`src/rtl/data_stack_if.sv`:
```
// Decoder-to-operand-stack bus: stack controls and write data in, stack view and flags out.
interface data_stack_if #(
  parameter int WIDTH = 16,
  parameter int DEPTH = 16
);
  localparam int DW = $clog2(DEPTH + 3);

  logic [WIDTH-1:0] data_in;
  logic             load;
  logic             push;
  logic             pop;
  logic [WIDTH-1:0] stk0;
  logic [WIDTH-1:0] stk1;
  logic [DW-1:0]    depth;
  logic             ovf;
  logic             udf;

  modport master (
    output data_in, load, push, pop,
    input  stk0, stk1, depth, ovf, udf
  );

  modport slave (
    input  data_in, load, push, pop,
    output stk0, stk1, depth, ovf, udf
  );
endinterface

```
`src/rtl/data_stack.sv`:
```
// Operand stack: top two entries in registers, deeper entries spilled to a DEPTH-entry RAM.
// Define DSTK_GUARD_EN for sticky ovf/udf flags that fully suppress the faulting push/pop.
module data_stack #(
  parameter int WIDTH = 16,
  parameter int DEPTH = 16
) (
  input logic         clk,
  input logic         rst,
  data_stack_if.slave bus
);
  localparam int DW = $clog2(DEPTH + 3);
  localparam int SW = (DEPTH > 1) ? $clog2(DEPTH) : 1;
  localparam logic [DW-1:0] FULL = DW'(DEPTH + 2);

  logic [WIDTH-1:0] mem [DEPTH];

  logic [WIDTH-1:0] stk0_q, stk0_d;
  logic [WIDTH-1:0] stk1_q, stk1_d;
  logic [SW-1:0]    sp_q, sp_d;
  logic [DW-1:0]    depth_q, depth_d;
`ifdef DSTK_GUARD_EN
  logic             ovf_q, ovf_d;
  logic             udf_q, udf_d;
`endif

  logic          do_push;
  logic          do_pop;
  logic          stall;
  logic          mem_we;
  logic [SW-1:0] sp_rd;

  // push and pop together is illegal: no stack motion, only the load applies
  assign do_push = bus.push & ~bus.pop;
  assign do_pop  = bus.pop & ~bus.push;
  assign sp_rd   = sp_q - SW'(1);

  always_comb begin
    // NOTE: every signal written here gets its default first, so no path can infer a latch.
    stk0_d  = stk0_q;
    stk1_d  = stk1_q;
    sp_d    = sp_q;
    depth_d = depth_q;
    mem_we  = 1'b0;
    stall   = 1'b0;
`ifdef DSTK_GUARD_EN
    ovf_d = ovf_q;
    udf_d = udf_q;
    if (do_push && depth_q == FULL) begin
      ovf_d = 1'b1;
      stall = 1'b1;
    end
    if (do_pop && depth_q == '0) begin
      udf_d = 1'b1;
      stall = 1'b1;
    end
`endif
    if (!stall) begin
      if (bus.load) stk0_d = bus.data_in;
      if (do_push) begin
        mem_we = 1'b1;
        stk1_d = stk0_q;
        sp_d   = sp_q + SW'(1);
        if (depth_q != FULL) depth_d = depth_q + DW'(1);
      end else if (do_pop) begin
        if (!bus.load) stk0_d = stk1_q;
        // push-write and pop-read never share a cycle, so the raw RAM read needs no bypass
        stk1_d = mem[sp_rd];
        sp_d   = sp_rd;
        if (depth_q != '0) depth_d = depth_q - DW'(1);
      end
    end
  end

  // NOTE: sequential state uses non-blocking assignments so every flop samples pre-edge values.
  always_ff @(posedge clk or posedge rst) begin
    if (rst) begin
      stk0_q  <= '0;
      stk1_q  <= '0;
      sp_q    <= '0;
      depth_q <= '0;
    end else begin
      stk0_q  <= stk0_d;
      stk1_q  <= stk1_d;
      sp_q    <= sp_d;
      depth_q <= depth_d;
    end
  end

`ifdef DSTK_GUARD_EN
  always_ff @(posedge clk or posedge rst) begin
    if (rst) begin
      ovf_q <= 1'b0;
      udf_q <= 1'b0;
    end else begin
      ovf_q <= ovf_d;
      udf_q <= udf_d;
    end
  end
`endif

  // NOTE: the spill RAM is deliberately not reset; its contents are undefined until pushed.
  always_ff @(posedge clk) begin
    if (mem_we && !rst) mem[sp_q] <= stk1_q;
  end

  assign bus.stk0  = stk0_q;
  assign bus.stk1  = stk1_q;
  assign bus.depth = depth_q;
`ifdef DSTK_GUARD_EN
  assign bus.ovf = ovf_q;
  assign bus.udf = udf_q;
`else
  assign bus.ovf = 1'b0;
  assign bus.udf = 1'b0;
`endif
endmodule

```
`src/flat_wrapper.sv`:
```
// flat-port wrapper written by rule: the top's interface ports become plain ports
module data_stack_flat 
#(
  parameter int WIDTH = 16,
  parameter int DEPTH = 16
)
  (clk, rst, bus_data_in, bus_load, bus_push, bus_pop, bus_stk0, bus_stk1, bus_depth, bus_ovf, bus_udf);
  data_stack_if #(.WIDTH(WIDTH), .DEPTH(DEPTH)) bus_i ();
  input logic clk;
  input logic rst;
  input wire logic [$bits(bus_i.data_in)-1:0] bus_data_in;
  input wire logic [$bits(bus_i.load)-1:0] bus_load;
  input wire logic [$bits(bus_i.push)-1:0] bus_push;
  input wire logic [$bits(bus_i.pop)-1:0] bus_pop;
  output wire logic [$bits(bus_i.stk0)-1:0] bus_stk0;
  output wire logic [$bits(bus_i.stk1)-1:0] bus_stk1;
  output wire logic [$bits(bus_i.depth)-1:0] bus_depth;
  output wire logic [$bits(bus_i.ovf)-1:0] bus_ovf;
  output wire logic [$bits(bus_i.udf)-1:0] bus_udf;
  assign bus_i.data_in = bus_data_in;
  assign bus_i.load = bus_load;
  assign bus_i.push = bus_push;
  assign bus_i.pop = bus_pop;
  assign bus_stk0 = bus_i.stk0;
  assign bus_stk1 = bus_i.stk1;
  assign bus_depth = bus_i.depth;
  assign bus_ovf = bus_i.ovf;
  assign bus_udf = bus_i.udf;
  data_stack #(.WIDTH(WIDTH), .DEPTH(DEPTH)) u_core (.clk(clk), .rst(rst), .bus(bus_i));
endmodule
```
`config.mk`:
```
export PLATFORM = sky130hd
export DESIGN_NAME = data_stack_flat
export DESIGN_NICKNAME = d
export VERILOG_FILES = /design/src/rtl/data_stack_if.sv /design/src/rtl/data_stack.sv /design/src/flat_wrapper.sv
export SDC_FILE = /design/constraint.sdc
export NUM_CORES = 1
export LEC_CHECK = 0
export ABC_AREA = 1
export CAP_MARGIN = 20
export CORE_MARGIN = 8
export CORE_UTILIZATION = 60
export CTS_CLUSTER_DIAMETER = 60
export DETAILED_ROUTE_END_ITERATION = 10
export GPL_TIMING_DRIVEN = 0
export PLACE_DENSITY = 0.79
export SYNTH_ARGS = -nofsm -noshare
export SYNTH_HDL_FRONTEND = slang
export SYNTH_SLANG_ARGS = --single-unit
export TNS_END_PERCENT = 10
```
`constraint.sdc`:
```
create_clock -name clk -period 6.35 [get_ports clk]
set_input_delay 1.5875 -clock clk [delete_from_list [all_inputs] [get_ports clk]]
set_output_delay 1.5875 -clock clk [all_outputs]
set_load 0.005 [all_outputs]
```
==> summary.md, run 1 <==
| Metric | Value |
|---|---|
| Area grow syn2layout | 14.6% |
| CP peak stage delay | 0.73 ns |
| Hold depth | 1 |
| Ranking of synthesized cells by area | edfxtp_1, nand2_1, nand3_1 |
| Sw Pwr | 0.00271 W |
| Routed WL | 34.4 mm |
| Die height | between 150 and 200 um |
| Pwr dens | 451 nW/um2 |
| Worst slack, placed | approximately 1.8 ns |
| Die footprint | 27000 um2 |
| First-pass GRT wire length | 53.1 mm |
| First-iteration detailed-routing DRC count | roughly 1000 |
| Worst slew pin tran | 0.987 ns |
| Ys flop type | edfxtp_1 |
| H-tree depth | 1 |
| TritonCTS clock tree | yes |
| Worst-Skew Late Latency | 0.55 ns |
| CP max FO | 10 |
| Leakage power | roughly 6.6 nW |
| Pre-Repair DR Iteration Count | 8 |
| Nets | 1466 |
| Post-detailed-route count of antenna-violating nets | 0 |
| Synthesized area per cell | 9.88 um2 |
| Post-synthesis sequential area ratio | 66.1% |
| Final setup vio count | 0 |
| Top cell type's share of synthesized area | 58.3% |
| Share of post-route cells with drive strength above 1 | ~7.4% |
| Footprint of the multi-input gates | 3340 um2 |
| Unique masters post-synth | 30 |
| RD Place Congestion | 0.983 |
| Hold Path Class | flop to flop |
| CP max-delay cell | nor2_1 |
| Status | finished clean |
| Max Slew Vio Count | 0 |
| Final Power | 0.00681 W |
| YS warnings | 0 |
| Resized cells post-CTS | 0 |
| Post-synth EDFFs | 256 |
| Max Freq | 246 MHz |
| Clock net sink count | ~300 |
| Clk pwr share | between 20 and 25% |
| Total grt overflow | 0 |
| DP HPWL | 23.3 mm |
| # hold bufs at CTS | 0 |
| Buf/Inv on CP | 5 |
| Async S/R FF share, synth | around 14% |
| Minimum clock period | 4.07 ns |
| Final non-filler cell area | approximately 15000 um2 |
| Post-CTS setup buffer count | 0 |
| Register area | 8710 um2 |
| Final Cycle Share | 64.1% |
| Setup ws final | 2.28 ns |
| Internal Power | 0.00410 W |
| Delay-heaviest family, CP | buffers and inverters |
| Peak VDD IR | between 300 and 400 uV |
| Placed cell areas | 14300 um2 |
| FILL cells | 1541 |
| Seq pwr share | between 40% and 50% |
| Final instance count without filler cells | 1736 |
| Setup TNS | 0 ns |
| CTS root buffer | clkbuf_16 |
| Synth Register Bits | 297 |
| Die width | 164 um |
| R2R cell count | 12 |
| Largest net degree at the start of global routing | 42 |
| CTS clock-pin slew for the worst setup and hold paths | 0.06 ns |
| Initial antenna violation count | 0 |
| Max-cap violations | 0 |
| Num rows | 54 |
| CTS Buf Count | 29 |
| Critical path type | input pin to flop |
| Placed Cells | 1685 |
| DRC | 0 |
| Core ar. | 21700 um2 |
| Top Ports | 60 |
| Clock Tree Buf Depth | 3 |
| Routed len/inst | 19.8 um |
| Post-Synthesis Cells | 1334 |
| Synth Cell Area | 13200 um2 |
| Crit. path cell count | 9 |
| Critical Path AT | 4.33 ns |
| Slew headroom | between 30% and 40% |
| Clock Skews | around 0.019 ns |
| Initial Util | 60.8% |
| CP startpoint kind | input pin |
| Unrepaired setup endpoints after global routing | no |
| Logic gate share of total power | approximately 34% |
| Total GRT Usage | 25.9% |
| DR vias/cell | 5.60 |
| Sw frac | 39.8% |
| Port buffer count | 57 |
| Critical Path RT | 6.61 ns |
| Synth area leader | edfxtp_1 |
| Antenna Cells | 0 |
| Vias in the first global route | 9446 |
| Critical Path Sink Type | flop |
| Final number of hold-violating endpoints | 0 |
| Via count | between 9000 and 10000 |
| Crit-path cells | clkdlybuf4s50_1, ha_1, buf_2, inv_1, buf_2, nor2_1, nand2_1, nor2_1, buf_6 |
[worst paths after layout]
| check | from | to | slack (ns) |
|---|---|---|---|
| worst max-delay path | bus_push | u_core.mem[11][10]$_DFFE_PP_ | 2.28 |
| worst min-delay path | u_core.bus.depth[0]$_DFFE_PP0P_ | u_core.bus.depth[0]$_DFFE_PP0P_ | 0.58 |
| worst max register to register | u_core.sp_q[0]$_DFFE_PP0P_ | u_core.bus.stk1[6]$_DFFE_PP0P_ | 3.13 |
| worst min register to register | u_core.bus.depth[0]$_DFFE_PP0P_ | u_core.bus.depth[0]$_DFFE_PP0P_ | 0.58 |
| max in group asynchronous | rst | u_core.bus.depth[0]$_DFFE_PP0P_ | 4.16 |
| min in group asynchronous | rst | u_core.bus.stk1[4]$_DFFE_PP0P_ | 1.63 |
[per-layer routing]
metal	track usage, %	vias to the layer above	routed length, um
met2	39.3	632	15400
met4	11.0	0	1370
met5	0	-	0
li1	-	4497	-
met1	35.9	4505	13400
met3	5.26	88	4260
[power by group through the flow]
stage / sequential (W) / clock (W) / combinational [W]
CTS: 0.00292 / 0.00153 / 0.00227
global placement: 0.00295 / 0 / 0.00219
floorplan: 0.00274 / 0 / 0.00135
global route: 0.00296 / 0.00161 / 0.00250
finish: 0.00294 / 0.00154 / 0.00233
detailed placement: 0.00297 / 0 / 0.00225
[cell families (layout without fill, tap and decap cells)]
| family | after synthesis | in the layout | synth area share [%] |
|---|---|---|---|
| compound gates | 63 | 63 | 2.51 |
| xor+xnor | 9 | 9 | 0.712 |
| fa+ha+maj | 9 | 9 | 0.854 |
| buf+inv | 293 | 414 | 8.79 |
| flops | 297 | 297 | 66.1 |
| other cells | 1 | 2 | 0.0284 |
| simple gates | 662 | 662 | 21.0 |
[state kept, by name, indices dropped and copies added (netlist names)]
| register | count |
|---|---|
| u_core.mem | 256 |
| u_core.bus.stk0 | 16 |
| u_core.bus.stk1 | 16 |
| u_core.bus.depth | 5 |
| u_core.sp_q | 4 |
[worst register-to-register path, delay by kind of cell (launching register included)]
kind | cells | cell delay, ns
buffers and inverters | 5 | 1.67
AND/OR/NAND/NOR | 6 | 0.78
flip-flops | 1 | 0.46
adder cells (fa/ha/maj) | 1 | 0.24
[synthesized netlist by cell type, types with 2 or more instances]
master	count
buf_1	9
xnor2_1	5
o21ai_1	3
dfrtp_1	41
o211ai_1	2
nand2_1	423
a21oi_1	29
xor2_1	2
buf_2	38
nand4_1	2
nor2_1	20
inv_1	221
o21ai_0	24
inv_2	4
buf_4	3
nand3_1	213
clkbuf_1	18
o21bai_1	2
edfxtp_1	256
ha_1	9
[cell type report]
class,count,area share [%]
well taps,280,2.32
repair buffers,70,4.80
plain buffers,68,2.08
inverters,225,5.59
clock inverters,11,0.389
multi-input cells,745,22.1
flip-flops and latches,297,57.7
clock buffers,40,5.08
[placed cells by master (no fill, tap or decap), types with 2 or more instances in the layout]
cell	n
nand2_1	423
edfxtp_1	256
buf_8	3
buf_4	4
inv_2	5
ha_1	9
xor2_1	2
buf_2	38
dfrtp_1	41
nor2_2	7
a21oi_1	29
inv_1	220
xnor2_1	5
nor2_1	13
o21ai_0	24
buf_6	9
clkbuf_16	29
clkdlybuf4s50_1	57
clkinv_1	3
conb_1	2
o21ai_1	3
nand4_1	2
o211ai_1	2
buf_1	9
clkbuf_1	29
clkinv_2	6
nand3_1	213
o21bai_1	2
[stage by stage]
step	hold WS, ns	util (%)
finish	0.575	69.7
global placement	0.561	65.1
floorplan	0.520	-
global route	0.611	69.7
CTS	0.580	69.7
detailed placement	0.568	65.9
Power figures use the tool's default switching activity.
==> inputs of run 2 (changes only) <==
- clock period: 6.35 -> 4.1 ns (I/O delays scaled with it)
==> run 2 against run 1 <==
  * Critical path depth grew 1
  * Final cell count is the same
  * Final area is the same
  * Largest power group unchanged
  * Worst hold slack is essentially flat
==> summary.md, run 2 (synthesized netlist as in run 1, its figures left out) <==
| Metric | Value |
|---|---|
| Status | finished clean |
| First-pass GRT wire length | 53.1 mm (about the same) |
| Core ar. | 21700 um2 (unchanged) |
| Pre-Repair DR Iteration Count | 6 (-2) |
| Hold Path Class | flop to flop |
| Num rows | 54 (unchanged) |
| Minimum clock period | 3.53 ns |
| RD Place Congestion | 0.983 (unchanged) |
| CP peak stage delay | 0.73 ns (about the same) |
| Initial Util | 60.8% (unchanged) |
| Routed WL | 34.4 mm (about the same) |
| Unrepaired setup endpoints after global routing | no |
| Post-detailed-route count of antenna-violating nets | 0 (unchanged) |
| DP HPWL | 23.3 mm (unchanged) |
| Delay-heaviest family, CP | buffers and inverters |
| Most common cell after layout, fill and taps aside | nand2_1 |
| Buf/Inv on CP | 6 (+1) |
| Critical Path Sink Type | flop |
| Max-cap violations | 0 (unchanged) |
| Commonest cells after routing, fill and taps aside | nand2_1, edfxtp_1, inv_1, nand3_1, clkdlybuf4s50_1 |
| Leakage power | 6.63 nW (unchanged) |
| Final number of hold-violating endpoints | 0 (unchanged) |
| Crit-path cells | clkdlybuf4s50_1, inv_1, ha_1, buf_2, inv_1, buf_2, nor2_1, nand2_1, nor2_1, buf_6 |
| Total GRT Usage | 25.9% (about the same) |
| CTS clock-pin slew for the worst setup and hold paths | 0.06 ns (about the same) |
| Critical Path RT | 4.36 ns (-2.25 ns) |
| Setup TNS | 0 ns (unchanged) |
| Max Freq | 283 MHz |
| Reg with most FFs | u_core.mem |
| CP max-delay cell | nor2_1 |
| Vias in the first global route | 9434 (-0.13%) |
| Resized cells post-CTS | 0 (unchanged) |
| Worst-Skew Late Latency | 0.55 ns (about the same) |
| Area grow syn2layout | 14.6% (unchanged) |
| Routed len/inst | 19.8 um (about the same) |
| Final setup vio count | 0 (unchanged) |
| Die width | 164 um (unchanged) |
| CP startpoint kind | input pin |
| Nets | 1466 (unchanged) |
| Antenna Cells | 0 (unchanged) |
| Initial antenna violation count | 0 (unchanged) |
| TritonCTS clock tree | yes |
| Peak VDD IR | 543 uV (+55%) |
| H-tree depth | 1 (unchanged) |
| DRC | 0 (unchanged) |
| CP max FO | 10 (unchanged) |
| Max Slew Vio Count | 0 (unchanged) |
| CTS Buf Count | 29 (unchanged) |
| FILL cells | 1541 (unchanged) |
| Final instance count without filler cells | 1736 (unchanged) |
| First-iteration detailed-routing DRC count | 1004 (+1.8%) |
| Post-CTS setup buffer count | 0 (unchanged) |
| Slew headroom | 34.5% (+0.28 points) |
| Die footprint | 27000 um2 (unchanged) |
| Total grt overflow | 0 (unchanged) |
| Critical path type | input pin to flop |
| Critical Path AT | 3.79 ns (-0.54 ns) |
| Footprint of the multi-input gates | 3340 um2 (unchanged) |
| Worst slew pin tran | 0.983 ns (-0.00423 ns) |
| Placed Cells | 1685 (unchanged) |
| Final Cycle Share | a little under nine tenths |
| # hold bufs at CTS | 0 (unchanged) |
| Max reg flops | 256 (unchanged) |
| Top Ports | 60 (unchanged) |
| Die height | 164 um (unchanged) |
| Register area | 8710 um2 (unchanged) |
| Clock Tree Buf Depth | 3 (unchanged) |
| Port buffer count | 57 (unchanged) |
| Share of post-route cells with drive strength above 1 | 7.42% (unchanged) |
| Largest net degree at the start of global routing | 42 (unchanged) |
| Via count | 9779 (+0.59%) |
| Clock net sink count | 297 (unchanged) |
| Pwr dens | 697 nW/um2 (+55%) |
| DR vias/cell | 5.63 (+0.59%) |
| Clock Skews | 0.0150 ns (-0.00356 ns) |
| CTS root buffer | clkbuf_16 |
-- run 2: cell counts in the layout (fill, tap and decap cells not counted) --
No cell type changed its count.
-- run 2: worst reg2reg max path: cells and delay by family, from the launching register on --
kind          cells  cell delay (ns)
flops             1             0.45
fa+ha+maj         1             0.24
buf+inv           5             1.68
simple gates      6             0.75
-- run 2: per-stage QoR --
| step | cell area (um2) | util, % | worst slack, ns | power (W) | hold slack, ns |
|---|---|---|---|---|---|
| floorplan | 13200 | - | 1.01 | 0.00634 | 0.520 |
| global placement | 14100 | 65.1 | -0.309 | 0.00796 | 0.561 |
| detailed placement | 14300 | 65.9 | 0.0997 | 0.00808 | 0.568 |
| CTS | 15100 | 69.7 | 0.570 | 0.0104 | 0.580 |
| global route | 15100 | 69.7 | 0.390 | 0.0109 | 0.611 |
| finish | 15100 | 69.7 | 0.569 | 0.0105 | 0.575 |
-- run 2: per-layer routing --
metal,GRT usage [%],share of wire (%)
met5,0,0
met4,10.8,3.8
met3,5.34,12
met2,39.2,45
met1,36.0,39
-- run 2: cell type report --
class,instances,share of cell area [%]
flip-flops and latches,297,57.7
multi-input cells,745,22.1
repair buffers,70,4.80
clock inverters,11,0.389
well taps,280,2.32
plain buffers,68,2.08
inverters,225,5.59
clock buffers,40,5.08
-- run 2: power by group --
part	leakage (nW)	internal (W)	switching, W	total [W]
registers	2.81	0.00387	0.000676	0.00455
logic	3.41	0.00117	0.00244	0.00361
clock network	0.407	0.00130	0.00107	0.00237
total	6.63	0.00634	0.00419	0.0105
-- run 2: path summary, 6_finish.rpt --
kind,cells after the start,end,slack [ns],start
worst max-delay path,10,u_core.mem[11][10]$_DFFE_PP_,0.57,bus_pop
worst min-delay path,1,u_core.bus.depth[0]$_DFFE_PP0P_,0.57,u_core.bus.depth[0]$_DFFE_PP0P_
worst max register to register,12,u_core.bus.stk1[6]$_DFFE_PP0P_,0.92,u_core.sp_q[0]$_DFFE_PP0P_
worst min register to register,1,u_core.bus.depth[0]$_DFFE_PP0P_,0.57,u_core.bus.depth[0]$_DFFE_PP0P_
max in group asynchronous,2,u_core.bus.depth[0]$_DFFE_PP0P_,2.47,rst
min in group asynchronous,2,u_core.bus.stk1[2]$_DFFE_PP0P_,1.08,rst
